File: src/rtl/wdt_rst_seq.sv
// rtl/wdt_rst_seq.sv - watchdog grace-window and held system-reset sequencer
// Optional external reset request input enabled by WDT_RST_SEQ_EXTREQ_EN.
module wdt_rst_seq #(
    parameter int GRACE_WIDTH = 16,
    parameter int HOLD_WIDTH  = 8,
    parameter int CNT_WIDTH   = 8
) (
    input  logic                   clk_i,
    input  logic                   rst_i,
    input  logic                   en_i,
    input  logic                   wdt_rst_i,
    input  logic                   ack_i,
    input  logic [GRACE_WIDTH-1:0] grace_cycles_i,
    input  logic [HOLD_WIDTH-1:0]  hold_cycles_i,
    input  logic                   cause_clear_i,
`ifdef WDT_RST_SEQ_EXTREQ_EN
    input  logic                   ext_rst_req_i,
`endif
    output logic                   irq_o,
    output logic                   sys_rst_o,
    output logic                   busy_o,
    output logic [1:0]             cause_o,
    output logic [CNT_WIDTH-1:0]   rst_cnt_o
);

    typedef enum logic [1:0] {
        IDLE     = 2'd0,
        GRACE    = 2'd1,
        ASSERT   = 2'd2,
        COOLDOWN = 2'd3
    } state_t;

    state_t                 state_q, state_d;
    logic [GRACE_WIDTH-1:0] grace_cnt_q, grace_cnt_d;
    logic [HOLD_WIDTH-1:0]  hold_cnt_q, hold_cnt_d;
    logic                   cool_q, cool_d;
    logic                   irq_q, irq_d;
    logic                   sys_rst_q, sys_rst_d;
    logic                   busy_q, busy_d;
    logic [1:0]             cause_q, cause_d;
    logic [CNT_WIDTH-1:0]   rst_cnt_q, rst_cnt_d;

    logic                   ext_req;
    logic                   enter_assert;
    logic [1:0]             set_mask;

`ifdef WDT_RST_SEQ_EXTREQ_EN
    assign ext_req = ext_rst_req_i;
`else
    assign ext_req = 1'b0;
`endif

    always_comb begin
        state_d      = state_q;
        grace_cnt_d  = grace_cnt_q;
        hold_cnt_d   = hold_cnt_q;
        cool_d       = cool_q;
        rst_cnt_d    = rst_cnt_q;
        irq_d        = 1'b0;
        enter_assert = 1'b0;
        set_mask     = 2'b00;

        case (state_q)
            IDLE: begin
                // External request outranks a coincident watchdog pulse and raises no irq.
                if (en_i && ext_req) begin
                    enter_assert = 1'b1;
                    set_mask     = 2'b10;
                end else if (en_i && wdt_rst_i) begin
                    irq_d = 1'b1;
                    if (grace_cycles_i == '0) begin
                        enter_assert = 1'b1;
                        set_mask     = 2'b01;
                    end else begin
                        state_d     = GRACE;
                        grace_cnt_d = grace_cycles_i;
                    end
                end
            end
            GRACE: begin
                if (wdt_rst_i) begin
                    irq_d        = 1'b1;
                    enter_assert = 1'b1;
                    set_mask     = 2'b01;
                end else if (ack_i || !en_i) begin
                    state_d = IDLE;
                end else if (grace_cnt_q == GRACE_WIDTH'(1)) begin
                    enter_assert = 1'b1;
                    set_mask     = 2'b01;
                end else begin
                    grace_cnt_d = grace_cnt_q - GRACE_WIDTH'(1);
                end
            end
            ASSERT: begin
                if (hold_cnt_q == HOLD_WIDTH'(1)) begin
                    state_d = COOLDOWN;
                    cool_d  = 1'b0;
                end else begin
                    hold_cnt_d = hold_cnt_q - HOLD_WIDTH'(1);
                end
            end
            COOLDOWN: begin
                if (cool_q) begin
                    state_d = IDLE;
                end else begin
                    cool_d = 1'b1;
                end
            end
            default: state_d = IDLE;
        endcase

        if (enter_assert) begin
            state_d     = ASSERT;
            grace_cnt_d = '0;
            hold_cnt_d  = (hold_cycles_i == '0) ? HOLD_WIDTH'(1) : hold_cycles_i;
            if (rst_cnt_q != '1) begin
                rst_cnt_d = rst_cnt_q + CNT_WIDTH'(1);
            end
        end

        // A cause being set in this cycle survives a simultaneous clear.
        cause_d   = (cause_clear_i ? 2'b00 : cause_q) | set_mask;
        sys_rst_d = (state_d == ASSERT);
        busy_d    = (state_d != IDLE);
    end

    always_ff @(posedge clk_i) begin
        if (rst_i) begin
            state_q     <= IDLE;
            grace_cnt_q <= '0;
            hold_cnt_q  <= '0;
            cool_q      <= 1'b0;
            irq_q       <= 1'b0;
            sys_rst_q   <= 1'b0;
            busy_q      <= 1'b0;
            cause_q     <= 2'b00;
            rst_cnt_q   <= '0;
        end else begin
            state_q     <= state_d;
            grace_cnt_q <= grace_cnt_d;
            hold_cnt_q  <= hold_cnt_d;
            cool_q      <= cool_d;
            irq_q       <= irq_d;
            sys_rst_q   <= sys_rst_d;
            busy_q      <= busy_d;
            cause_q     <= cause_d;
            rst_cnt_q   <= rst_cnt_d;
        end
    end

    assign irq_o     = irq_q;
    assign sys_rst_o = sys_rst_q;
    assign busy_o    = busy_q;
    assign cause_o   = cause_q;
    assign rst_cnt_o = rst_cnt_q;

endmodule

File: config.mk
export PLATFORM = sky130hd
export DESIGN_NAME = wdt_rst_seq
export DESIGN_NICKNAME = d
export VERILOG_FILES = /design/src/rtl/wdt_rst_seq.sv
export SDC_FILE = /design/constraint.sdc
export NUM_CORES = 1
export LEC_CHECK = 0
export ABC_AREA = 1
export BUFFER_PORTS_ARGS = -buffer_cell sky130_fd_sc_hd__buf_2
export CAP_MARGIN = 40
export CORE_UTILIZATION = 51
export CTS_CLUSTER_SIZE = 10
export DETAILED_ROUTE_END_ITERATION = 10
export GPL_TIMING_DRIVEN = 0
export PLACE_DENSITY = 0.82
export SLEW_MARGIN = 20
export SYNTH_ARGS = -nofsm -noshare
export SYNTH_HDL_FRONTEND = slang
export SYNTH_SLANG_ARGS = --single-unit
File: constraint.sdc
create_clock -name clk_i -period 1.8 [get_ports clk_i]
set_input_delay 0.09 -clock clk_i [delete_from_list [all_inputs] [get_ports clk_i]]
set_output_delay 0.09 -clock clk_i [all_outputs]
set_load 0.05 [all_outputs]
* Word-level counts from Yosys, hierarchy flattened
Cells that the tools add are included.
** Word-level totals
- Register bits after elaboration :: 40
- Latch bits :: 0
- Memory bits (writable) :: 0
- Memory bits (read-only) :: 0
- Bits of input ports :: 30
- Output and inout bits :: 13
- Logic and storage cells :: 78
- Memories :: 0
** Operators by class
- $add $sub $neg :: 3
- Multiply operators :: 0
- Divide/modulo/power cells :: 0
- $lt $le $gt $ge :: 0
- Eq/ne operators :: 14
- Shift-type cells :: 0
- Multiplexer cells :: 36
- Bitwise gates (word level) :: 1
- Reduce and logical (&&, ||, !) cells :: 15
** Operators with widths (number)
- two-way mux 16 bit :: 5
- two-way mux 8 bit :: 4
- one-hot mux 16 bit (2 select lines) :: 1
- equality test 16 x 1 -> 1 bit (second input constant) :: 1
- logical NOT 16 bit :: 1
- two-way mux 2 bit :: 8
- subtractor 16 x 1 -> 16 bit (second input constant) :: 1
- != test 2 bit (second input constant) :: 7
- two-way mux 1 bit :: 13
- adder 8 x 1 -> 8 bit (second input constant) :: 1
- equality test 8 x 1 -> 1 bit (second input constant) :: 1
- logical NOT 8 bit :: 1
- != test 8 bit (second input constant) :: 1
- one-hot mux 1 bit (2 select lines) :: 4
- one-hot mux 2 bit (4 select lines) :: 1
- nonzero test 2 bit :: 4
- subtractor 8 x 1 -> 8 bit (second input constant) :: 1
- equality test 2 bit (second input constant) :: 3
- AND reduction 2 bit :: 3
- AND reduction 6 bit :: 1
- equality test 2 x 1 -> 1 bit (second input constant) :: 1
- logical NOT 2 bit :: 1
- bitwise OR 2 bit :: 1
- OR reduction 2 bit :: 1
- 3 further kinds :: 3

* Longest topological paths before layout
Gate-level depths: netlist of the first run.
- Depth in word-level cells :: 7
- Mapped depth :: 13
- Gate-level depth less buffers :: 12

* Worst setup path after synthesis of the first run
No wires, ideal clock.
- Path kind :: reg2reg
- Start point :: register rst_cnt_q[0] (netlist: rst_cnt_o[0])
- End point :: register rst_cnt_q[2] (netlist: rst_cnt_o[2])
- Setup time :: 0.070 ns
- Data arrival time :: 1.846 ns
- Required time :: 1.730 ns
- Slack :: -0.116 ns
- Cell stages (with the launch flop) :: 8
- Buffers on the path :: 0
- Clock period less this slack :: 1.916 ns
- Path through :: dfxtp_1 > ha_1 > nand3_1 > nor2_1 > nand3_1 > nand2_1 > nand2_1 > a21oi_1
** Between the ends
- Word-level cells in the longest chain between the ends :: 2
- Elaborated cells between the ends (all ways) :: 3
- Classes of those cells :: add/sub: 1; eq/ne: 1; reduce/logical: 1
** Ends and longest elaborated chain
- start, declared :: RTL line 41 : logic [CNT_WIDTH-1:0] rst_cnt_q, rst_cnt_d;
- start signal, assigned :: RTL line 147 : rst_cnt_q <= rst_cnt_d;
- parallel branches: the longest is 2 deep, another holds adder 8 x 1 -> 8 bit
Parallel ways; which one is timed is not known.
A chain may end at the register's enable or synchronous reset.

* Final worst setup path of the first run
- Start point :: register grace_cnt_q[1]
- End point :: register busy_q (netlist: busy_o)
** Between the ends
- Word-level cells in the longest chain between the ends :: 7
** Ends and longest elaborated chain
- start, declared :: RTL line 34 : logic [GRACE_WIDTH-1:0] grace_cnt_q, grace_cnt_d;
- start signal, assigned :: RTL line 140 : grace_cnt_q <= grace_cnt_d;
- equality test 16 x 1 -> 1 bit :: RTL line 87 : end else if (grace_cnt_q == GRACE_WIDTH'(1)) begin
- two-way mux 1 bit :: RTL line 87
- two-way mux 1 bit :: RTL line 85 : end else if (ack_i || !en_i) begin
- two-way mux 1 bit :: RTL line 81 : if (wdt_rst_i) begin
- one-hot mux 1 bit (2 select lines) :: RTL line 63 : case (state_q)
- two-way mux 2 bit :: RTL line 112 : if (enter_assert) begin
- nonzero test 2 bit :: RTL line 124 : busy_d = (state_d != IDLE);
- end signal, assigned :: RTL line 145 : busy_q <= busy_d;
- end, declared :: RTL line 39 : logic busy_q, busy_d;
Every way passes these cells.

==> results of run 1 <==
final cells by class:
class	count	area (µm²)	share of cell area
multi-input cells	340	1610	0.530
flip-flops and latches	39	786	0.259
repair buffers	45	250	0.0824
inverters	39	146	0.0482
well taps	67	83.8	0.0276
plain buffers	10	71.3	0.0235
clock buffers	5	68.8	0.0227
clock inverters	3	20.0	0.00659
metal layers:
| metal | GRT usage | up-vias | share of wire |
|---|---|---|---|
| met5 | 0 | - | 0 |
| met2 | 0.403 | 93 | 0.44 |
| met3 | 0.0290 | 9 | 0.053 |
| met4 | 0.0980 | 0 | 0.015 |
| li1 | - | 1444 | - |
| met1 | 0.343 | 1237 | 0.49 |
critical path: stages (launching register included):
cell	delay [ps]
dfxtp_2	350
inv_1	60
ha_1	200
nand2_1	70
nor2_1	40
nand2_1	70
nand2_1	90
nand2_4	110
nand2_4	90
buf_6	150
o21ai_0	260
o21ai_1	130
cells in the mapped netlist:
cell type / count
nor2_1: 77
buf_6: 3
buf_2: 1
nor2_2: 1
clkbuf_1: 4
a21oi_2: 2
conb_1: 1
nand2_2: 2
inv_2: 2
nor4_1: 1
nand2_1: 144
xnor2_1: 3
nor2_4: 2
nand3_2: 1
a21oi_1: 27
nand3_1: 26
a21oi_4: 1
nand2_4: 1
nand3b_1: 5
dfxtp_1: 39
o21ai_2: 2
inv_1: 37
buf_4: 2
o21ai_0: 21
xor2_1: 9
ha_1: 5
or2_2: 1
mux2_2: 1
nand4_1: 2
nor3_1: 5
cell usage in the layout, fill, tap and decap left out, drive strengths merged, types with 2 or more instances in the layout:
cell type	synthesis	routed
nand2	147	147
nand3	27	27
xnor2	3	3
nor3	5	5
nor2	80	80
clkinvlp	0	2
nand3b	5	5
xor2	9	9
a21oi	30	30
o21ai	23	23
dfxtp	39	39
ha	5	5
clkbuf	4	10
nand4	2	2
buf	6	50
inv	39	39
stage by stage:
stage	TNS [ps]	total power, mW	std cells	utilization
2_1_floorplan	0	1.91	428	-
3_3_place_gp	0	2.14	535	0.599
3_5_place_dp	0	2.17	535	0.599
4_1_cts	0	2.77	543	0.618
5_1_grt	-67.6	3.04	548	0.635
6_report	0	2.85	548	0.635
power breakdown:
part	leakage, nW	switching (mW)	internal, mW	total, mW
clock	0.0402	0.345	0.270	0.615
sequential	0.320	0.0987	0.958	1.06
combinational	1.14	0.758	0.420	1.18
cell families (layout without fill, tap and decap cells):
kind of cell	count (synthesis)	in the layout	synth area share
simple gates	268	268	0.430
compound gates	53	53	0.113
buf+inv	49	102	0.0834
flops	39	39	0.303
xor+xnor	12	12	0.0407
fa+ha+maj	5	5	0.0242
other cells	1	1	0.00145
mux	1	1	0.00436
registers in the layout, summed over array words and instances, names as in the netlist, 2 cells and up:
register,count
grace_cnt_q,16
hold_cnt_q,8
rst_cnt_o,8
state_q,2
how the worst max path moves through the flow:
stage                                  to            from  cells past startpoint
after detailed placement  grace_cnt_q[14]  grace_cnt_q[4]                      8
after global placement       rst_cnt_o[1]    rst_cnt_o[0]                      7
after CTS                 grace_cnt_q[14]  grace_cnt_q[0]                      8
final                              busy_o  grace_cnt_q[1]                     11
after floorplan              rst_cnt_o[2]    rst_cnt_o[3]                      6
after global routing               busy_o  grace_cnt_q[1]                     11
repair_timing:
item                                    in CTS  in global routing
resized for setup                            0                 10
setup buffers                                0                  5
endpoints found under the setup margin       0                 25
==> flow_metrics.env, run 1 <==
export IMPL_status="finished clean"
export IMPL_min_period_over_period=0.967
export IMPL_grt_pass1_wl_um=10600
export IMPL_antenna_found_initial=0
export IMPL_place_area_um2=2870
export IMPL_ios=43
export IMPL_drt_wl_total_um=6380
export IMPL_post_dp_hpwl_um=4650
export IMPL_min_delay_start="hold_cycles_i[1]"
export IMPL_finalHoldViolCount=0
export IMPL_grt_max_degree=14
export IMPL_critPathLaunchType="flip-flop"
export IMPL_start_util=0.539
export IMPL_ys_seq_area_frac=0.303
export IMPL_path_max_fanout=10
export IMPL_r2r_start="grace_cnt_q[1]"
export IMPL_max_freq_ghz=0.574
export IMPL_coreArea_um2=4790
export IMPL_p_leak_nw=1.50
export IMPL_r2r_cells=11
export IMPL_numPortBuffers=40
export IMPL_drv_cap=0
export IMPL_ant_nets=0
export IMPL_worst_setup_path_type="flip-flop to flip-flop"
export IMPL_die_h_um=73.1
export IMPL_vias=2783
export IMPL_synth_top_area_cell="dfxtp_1"
export IMPL_fin_crit_ps=1740
export IMPL_hold_path_depth=3
export IMPL_finalInstanceArea_um2=3040
export IMPL_drive_gt1_frac=0.173
export IMPL_finalSetupViolCount=0
export IMPL_grt_ovfl_total=0
export IMPL_die_w_um=73.1
export IMPL_fin_ws_ps=59.2
export IMPL_route_detailed_drc=0
export IMPL_synth_seq_cells=39
export IMPL_viasPerCell=5.08
export IMPL_p_per_area_nw_per_um2=938
export IMPL_die_area_um2=5350
export IMPL_grt_usage=0.251
export IMPL_endpoint_kind="flip-flop"
export IMPL_diodes=0
export IMPL_routabilityCongestion=0.931
export IMPL_post_place_ws_ps=38.0
export IMPL_synthCells=428
export IMPL_first_global_vias=2453
export IMPL_cts_hold_buffers=0
export IMPL_rr_endpoint="busy_o"
export IMPL_worstPathArrival_ps=1920
export IMPL_cts_tree="yes"
export IMPL_synthTopCellsByArea="dfxtp_1, nand2_1, nor2_1, inv_1, a21oi_1"
export IMPL_wl_per_cell_um=11.6
export IMPL_syn_nets=463
export IMPL_whs_endpoint="hold_cnt_q[1]"
export IMPL_cts_sinks=39
export IMPL_clock_latency_ps=300
export IMPL_synthDistinctLibCells=30
export IMPL_clock_path_buffers=2
export IMPL_vdd_drop_max_mv=0.484
export IMPL_synth_top_area_share=0.303
export IMPL_firstDrtPassIters=6
export IMPL_cts_buffers_inserted=5
export IMPL_hold_slack_ps=40.2
export IMPL_h_tree_depth=2
export IMPL_nets=515
export IMPL_n_fill_cell=463
export IMPL_fin_skew_ps=4.52
export IMPL_drv_slew=0
export IMPL_critical_path_required_ps=1970
export IMPL_drt_iter0_drc=209
export IMPL_syn2layout_area_growth_pct=17.7
export IMPL_path_clk_slew_ps=80
export IMPL_rows=25
export IMPL_synth_area_um2=2580
export IMPL_yosys_warnings=0
export IMPL_root_buffer="clkbuf_8"
export IMPL_syn_avg_cell_area_um2=6.03
export IMPL_rrSetupSlack_ps=60
export IMPL_hold_class="input pin to flip-flop"
Note: power is estimated with default switching activity, not from simulation.
==> run 2: changes to the inputs <==
--- a/config.mk
+++ b/config.mk
@@ -9,6 +9,7 @@
 export BUFFER_PORTS_ARGS = -buffer_cell sky130_fd_sc_hd__buf_2
 export CAP_MARGIN = 40
 export CORE_UTILIZATION = 51
+export CTS_BUF_LIST = sky130_fd_sc_hd__clkbuf_4
 export CTS_CLUSTER_SIZE = 10
 export DETAILED_ROUTE_END_ITERATION = 10
 export GPL_TIMING_DRIVEN = 0
==> run 2 against run 1 <==
Effect of this change: sequential share of layout area is 0.23 points higher; first-iteration DRC count is 19% lower; register-to-register slack better by 40 ps; clock-buffer cell count stayed put; clock power is 24% lower; via count is 0.43% higher; utilization is 0.55 points lower; combinational power hardly changed; maximum frequency is 2.1% higher; die area stayed put; routed wire length is 0.66% lower; global-route usage is 0.12 points lower.
==> flow_metrics.env, run 2 (same netlist as run 1, synthesis figures left out) <==
export IMPL_die_w_um=73.1
export IMPL_swShare=0.434
export IMPL_path_max_fanout=6
export IMPL_firstDrtPassIters=6
export IMPL_first_global_vias=2451
export IMPL_crit_slowest_cell="dfxtp_2"
export IMPL_mostFrequentLayoutCell="nand2_1"
export IMPL_largest_reg_flops=16
export IMPL_drv_cap=0
export IMPL_wl_met2_um=2860
export IMPL_max_stage_delay_ps=380
export IMPL_diodes=0
export IMPL_numPortBuffers=40
export IMPL_combPwrFrac=0.436
export IMPL_fin_skew_ps=8.00
export IMPL_max_freq_ghz=0.586
export IMPL_fin_crit_ps=1710
export IMPL_cts_buffers_inserted=5
export IMPL_path_clk_slew_ps=130
export IMPL_drt_iter0_drc=169
export IMPL_root_buffer="clkbuf_4"
export IMPL_drt_wl_total_um=6340
export IMPL_min_period_over_period=0.947
export IMPL_clock_latency_ps=350
export IMPL_post_place_ws_ps=38.0
export IMPL_vdd_drop_max_mv=0.362
export IMPL_top_layer_used="met4"
export IMPL_p_leak_nw=1.49
export IMPL_drv_slew=0
export IMPL_route_detailed_drc=0
export IMPL_switchingPower_mw=1.17
export IMPL_syn2layout_area_growth_pct=16.7
export IMPL_whs_endpoint="irq_o"
export IMPL_status="finished clean"
export IMPL_rr_endpoint="grace_cnt_q[8]"
export IMPL_worstPathArrival_ps=2000
export IMPL_dr_wl_met3_um=390
export IMPL_vias=2795
export IMPL_place_area_um2=2870
export IMPL_hold_class="input pin to flip-flop"
export IMPL_finalInstanceArea_um2=3010
export IMPL_critical_path_required_ps=2090
export IMPL_drive_gt1_frac=0.172
export IMPL_coreArea_um2=4790
export IMPL_p_seq_frac=0.391
export IMPL_p_int_mw=1.53
export IMPL_endpoint_kind="flip-flop"
export IMPL_fin_util=0.629
export IMPL_rsz0062_at_grt="yes"
export IMPL_crit_top_cell="nand2_1"
export IMPL_clock_path_buffers=2
export IMPL_wl_per_cell_um=11.5
export IMPL_finalHoldViolCount=0
export IMPL_min_delay_start="wdt_rst_i"
export IMPL_regMostFlops="grace_cnt_q"
export IMPL_rows=25
export IMPL_die_area_um2=5350
export IMPL_pwr_share_clk=0.173
export IMPL_drt_met1_wl_um=3040
export IMPL_hold_path_depth=3
export IMPL_r2r_start="grace_cnt_q[0]"
export IMPL_grt_pass1_wl_um=10600
export IMPL_grt_ovfl_total=0
export IMPL_routabilityCongestion=0.931
export IMPL_grt_usage=0.250
export IMPL_finalSetupViolCount=0
export IMPL_h_tree_depth=2
export IMPL_antenna_found_initial=0
export IMPL_rrSetupSlack_ps=90
export IMPL_crit_chain="inv_1 > ha_1 > nand2_1 > inv_1 > nand2_1 > or2_2 > a21oi_1 > nand2_1 > a21oi_1"
export IMPL_critPathLaunchType="flip-flop"
export IMPL_final_cell_mix="nand2_1, nor2_1, buf_2"
export IMPL_ios=43
export IMPL_cp_num_buf_inv=2
export IMPL_grt_max_degree=14
export IMPL_cts_sinks=39
export IMPL_worst_setup_path_type="flip-flop to flip-flop"
export IMPL_critPathTopFamily="simple AND/OR/NAND/NOR gates"
export IMPL_die_h_um=73.1
export IMPL_viasPerCell=5.09
export IMPL_ant_nets=0
export IMPL_nets=516
export IMPL_cts_tree="yes"
export IMPL_power_mw=2.70
export IMPL_p_per_area_nw_per_um2=897
export IMPL_r2r_cells=9
export IMPL_post_dp_hpwl_um=4650
export IMPL_start_util=0.539
export IMPL_fin_ws_ps=95.0
## run 2: cell count changes in the layout (fill, tap and decap cells not counted), sizes merged
cell	change
dlygate4sd3	+1
## run 2: power groups by stage
| stage | clock [mW] | combinational [mW] | sequential [mW] |
|---|---|---|---|
| 2_1_floorplan | 0 | 0.824 | 1.08 |
| 4_1_cts | 0.475 | 1.10 | 1.05 |
| 5_1_grt | 0.515 | 1.34 | 1.07 |
| 6_report | 0.466 | 1.18 | 1.06 |
| 3_5_place_dp | 0 | 1.10 | 1.07 |
| 3_3_place_gp | 0 | 1.07 | 1.07 |
## run 2: layout make-up
cell class	count	area [µm²]
Clock buffer	5	37.5
Multi-Input combinational cell	340	1610
Clock inverter	3	20.0
Inverter	39	146
Buffer	10	71.3
Sequential cell	39	786
Tap cell	67	83.8
Timing Repair Buffer	46	260
Fill cell	473	1770
## run 2: timing repair
item | 4_1_cts | 5_1_grt
endpoints found under the setup margin | 0 | 27
setup buffers | 0 | 5
hold buffers | 1 | 0
hold endpoints to repair | 1 | 0
gates resized for setup | 0 | 9
## run 2: worst register-to-register path, stage by stage (launching register included)
cell and delay (ps):
dfxtp_2 380, inv_1 80, ha_1 190, nand2_1 120
inv_1 180, nand2_1 100, or2_2 270, a21oi_1 150
nand2_1 60, a21oi_1 120
## run 2: layer usage
layer / GRT usage / up-vias
met5: 0 / -
met4: 0.0610 / 0
met3: 0.0497 / 5
met2: 0.397 / 98
met1: 0.346 / 1242
li1: - / 1450
## run 2: worst max path at each step
stage               cells past startpoint              end      startpoint  slack (ps)
finish                                  9   grace_cnt_q[8]  grace_cnt_q[0]          90
global route                           10  grace_cnt_q[10]  grace_cnt_q[0]         -10
CTS                                     8  grace_cnt_q[14]  grace_cnt_q[0]           6
detailed placement                      8  grace_cnt_q[14]  grace_cnt_q[4]          40
global placement                        7     rst_cnt_o[1]    rst_cnt_o[0]         100
floorplan                               6     rst_cnt_o[2]    rst_cnt_o[3]          60
## run 2: stage by stage
step,hold WS (ps),cells,TNS [ps]
floorplan,225,428,0
global placement,339,535,0
detailed placement,349,535,0
CTS,29.4,544,0
global route,19.6,549,-26.4
finish,32.0,549,0
==> run 3: changes to the inputs <==
--- a/config.mk
+++ b/config.mk
@@ -12,7 +12,6 @@
 export CTS_BUF_LIST = sky130_fd_sc_hd__clkbuf_4
 export CTS_CLUSTER_SIZE = 10
 export DETAILED_ROUTE_END_ITERATION = 10
-export GPL_TIMING_DRIVEN = 0
 export PLACE_DENSITY = 0.82
 export SLEW_MARGIN = 20
 export SYNTH_ARGS = -nofsm -noshare
==> run 3 against run 2 <==
Effect of this change: cell count down 0.91%; total power is 0.51% lower; combinational power hardly changed; highest routed layer unchanged; utilization decreased by 0.58 points; sequential power is essentially flat; worst setup slack better by 52 ps; sequential cell count stayed put; critical endpoint is now hold_cnt_q[6]; register-to-register slack improved by 50 ps.
==> flow_metrics.env, run 3 (same netlist as run 1, synthesis figures left out) <==
export IMPL_status="finished clean"
export IMPL_fin_skew_ps=12.6
export IMPL_mostFrequentLayoutCell="nand2_1"
export IMPL_vias=2698
export IMPL_viasPerCell=4.96
export IMPL_drt_wl_total_um=6150
export IMPL_min_period_over_period=0.919
export IMPL_endpoint_kind="flip-flop"
export IMPL_fin_cells=544
export IMPL_dpl_cell_count=533
export IMPL_post_dp_hpwl_um=4480
export IMPL_vdd_drop_max_mv=0.575
export IMPL_largest_reg_flops=16
export IMPL_cts_tree="yes"
export IMPL_drt_iter0_drc=230
export IMPL_rsz0062_at_grt="no"
export IMPL_nets=511
export IMPL_start_util=0.539
export IMPL_first_global_vias=2303
export IMPL_path_max_fanout=12
export IMPL_grt_max_degree=18
export IMPL_grt_usage=0.244
export IMPL_hold_class="input pin to flip-flop"
export IMPL_firstDrtPassIters=5
export IMPL_critPathLaunchType="flip-flop"
export IMPL_cts_buffers_inserted=5
export IMPL_h_tree_depth=2
export IMPL_syn2layout_area_growth_pct=15.7
export IMPL_drive_gt1_frac=0.170
export IMPL_cts_sinks=39
export IMPL_die_area_um2=5350
export IMPL_drv_slew=0
export IMPL_max_freq_ghz=0.605
export IMPL_path_clk_slew_ps=130
export IMPL_grt_pass1_wl_um=10100
export IMPL_wl_per_cell_um=11.3
export IMPL_ios=43
export IMPL_antenna_found_initial=0
export IMPL_p_per_area_nw_per_um2=900
export IMPL_ant_nets=0
export IMPL_die_w_um=73.1
export IMPL_grt_ovfl_total=0
export IMPL_clock_latency_ps=380
export IMPL_rows=25
export IMPL_worst_setup_path_type="flip-flop to flip-flop"
export IMPL_root_buffer="clkbuf_4"
export IMPL_final_cell_mix="nand2_1, nor2_1, buf_2"
export IMPL_numPortBuffers=41
export IMPL_fin_crit_ps=1650
export IMPL_p_leak_nw=1.48
export IMPL_finalHoldViolCount=0
export IMPL_diodes=0
export IMPL_drv_cap=0
export IMPL_finalSetupViolCount=0
export IMPL_clock_path_buffers=2
export IMPL_worstPathArrival_ps=1980
export IMPL_hold_slack_ps=20.9
export IMPL_regMostFlops="grace_cnt_q"
export IMPL_die_h_um=73.1
export IMPL_coreArea_um2=4790
export IMPL_route_detailed_drc=0
export IMPL_critical_path_required_ps=2120
export IMPL_routabilityCongestion=0.895
export IMPL_tns_ps=0
-- run 3: cell count changes in the layout (fill, tap and decap cells not counted), moves of 2 or more --
cell	change
buf_6	-3
nand3_1	+2
clkbuf_1	-4
nand3_2	-2
-- run 3: worst max-delay path: stages, from the launching register on --
cell and delay [ps]:
dfxtp_2 350, inv_1 70, ha_1 190, nand2_1 70, nor2_1 100, nand2_1 60, nand2_1 100, nand2_4 90
nand2_8 120, buf_4 190, nand2_1 80, nand2_1 70, nor2_1 40, nor2_1 70
-- run 3: power breakdown --
group,leakage (nW),internal [mW],switching (mW)
clock,0.0317,0.166,0.321
combinational,1.13,0.413,0.736
sequential,0.320,0.958,0.0935
-- run 3: timing repair --
item                       CTS  global route
hold endpoints to repair     1             0
buffers inserted             0             2
hold buffers                 1             0
gates resized for setup      0             7
setup endpoints to repair    0            28
-- run 3: cell type report --
type / count / area (µm²)
repair buffers: 51 / 308
clock buffers: 6 / 45.0
well taps: 67 / 83.8
multi-input cells: 340 / 1600
fillers: 442 / 1800
inverters: 39 / 146
clock inverters: 2 / 12.5
flip-flops and latches: 39 / 786
-- run 3: path summary, 6_finish.rpt --
kind                        end  cells past startpoint  slack [ps]      startpoint
setup / recovery  hold_cnt_q[6]                     13         150  grace_cnt_q[1]
hold / removal            irq_o                      3          20       wdt_rst_i
setup reg to reg  hold_cnt_q[6]                     13         150  grace_cnt_q[1]
hold reg to reg          cool_q                      2         490          cool_q
-- run 3: stage by stage --
step                      instance area (µm²)  setup slack (ps)  total power [mW]   util
after floorplan                          2580              57.5              1.91      -
final                                    2980               147              2.69  0.624
after global placement                   2870               140              2.16  0.599
after global routing                     2980              2.64              2.90  0.624
after CTS                                2940              51.3              2.66  0.613
after detailed placement                 2870              82.0              2.17  0.599
-- run 3: layer usage --
layer,track usage,wire (µm),vias to the layer above
met2,0.373,2690,93
li1,-,-,1448
met1,0.346,2910,1149
met5,0,0,-
met4,0.0980,93,0
met3,0.0331,459,8
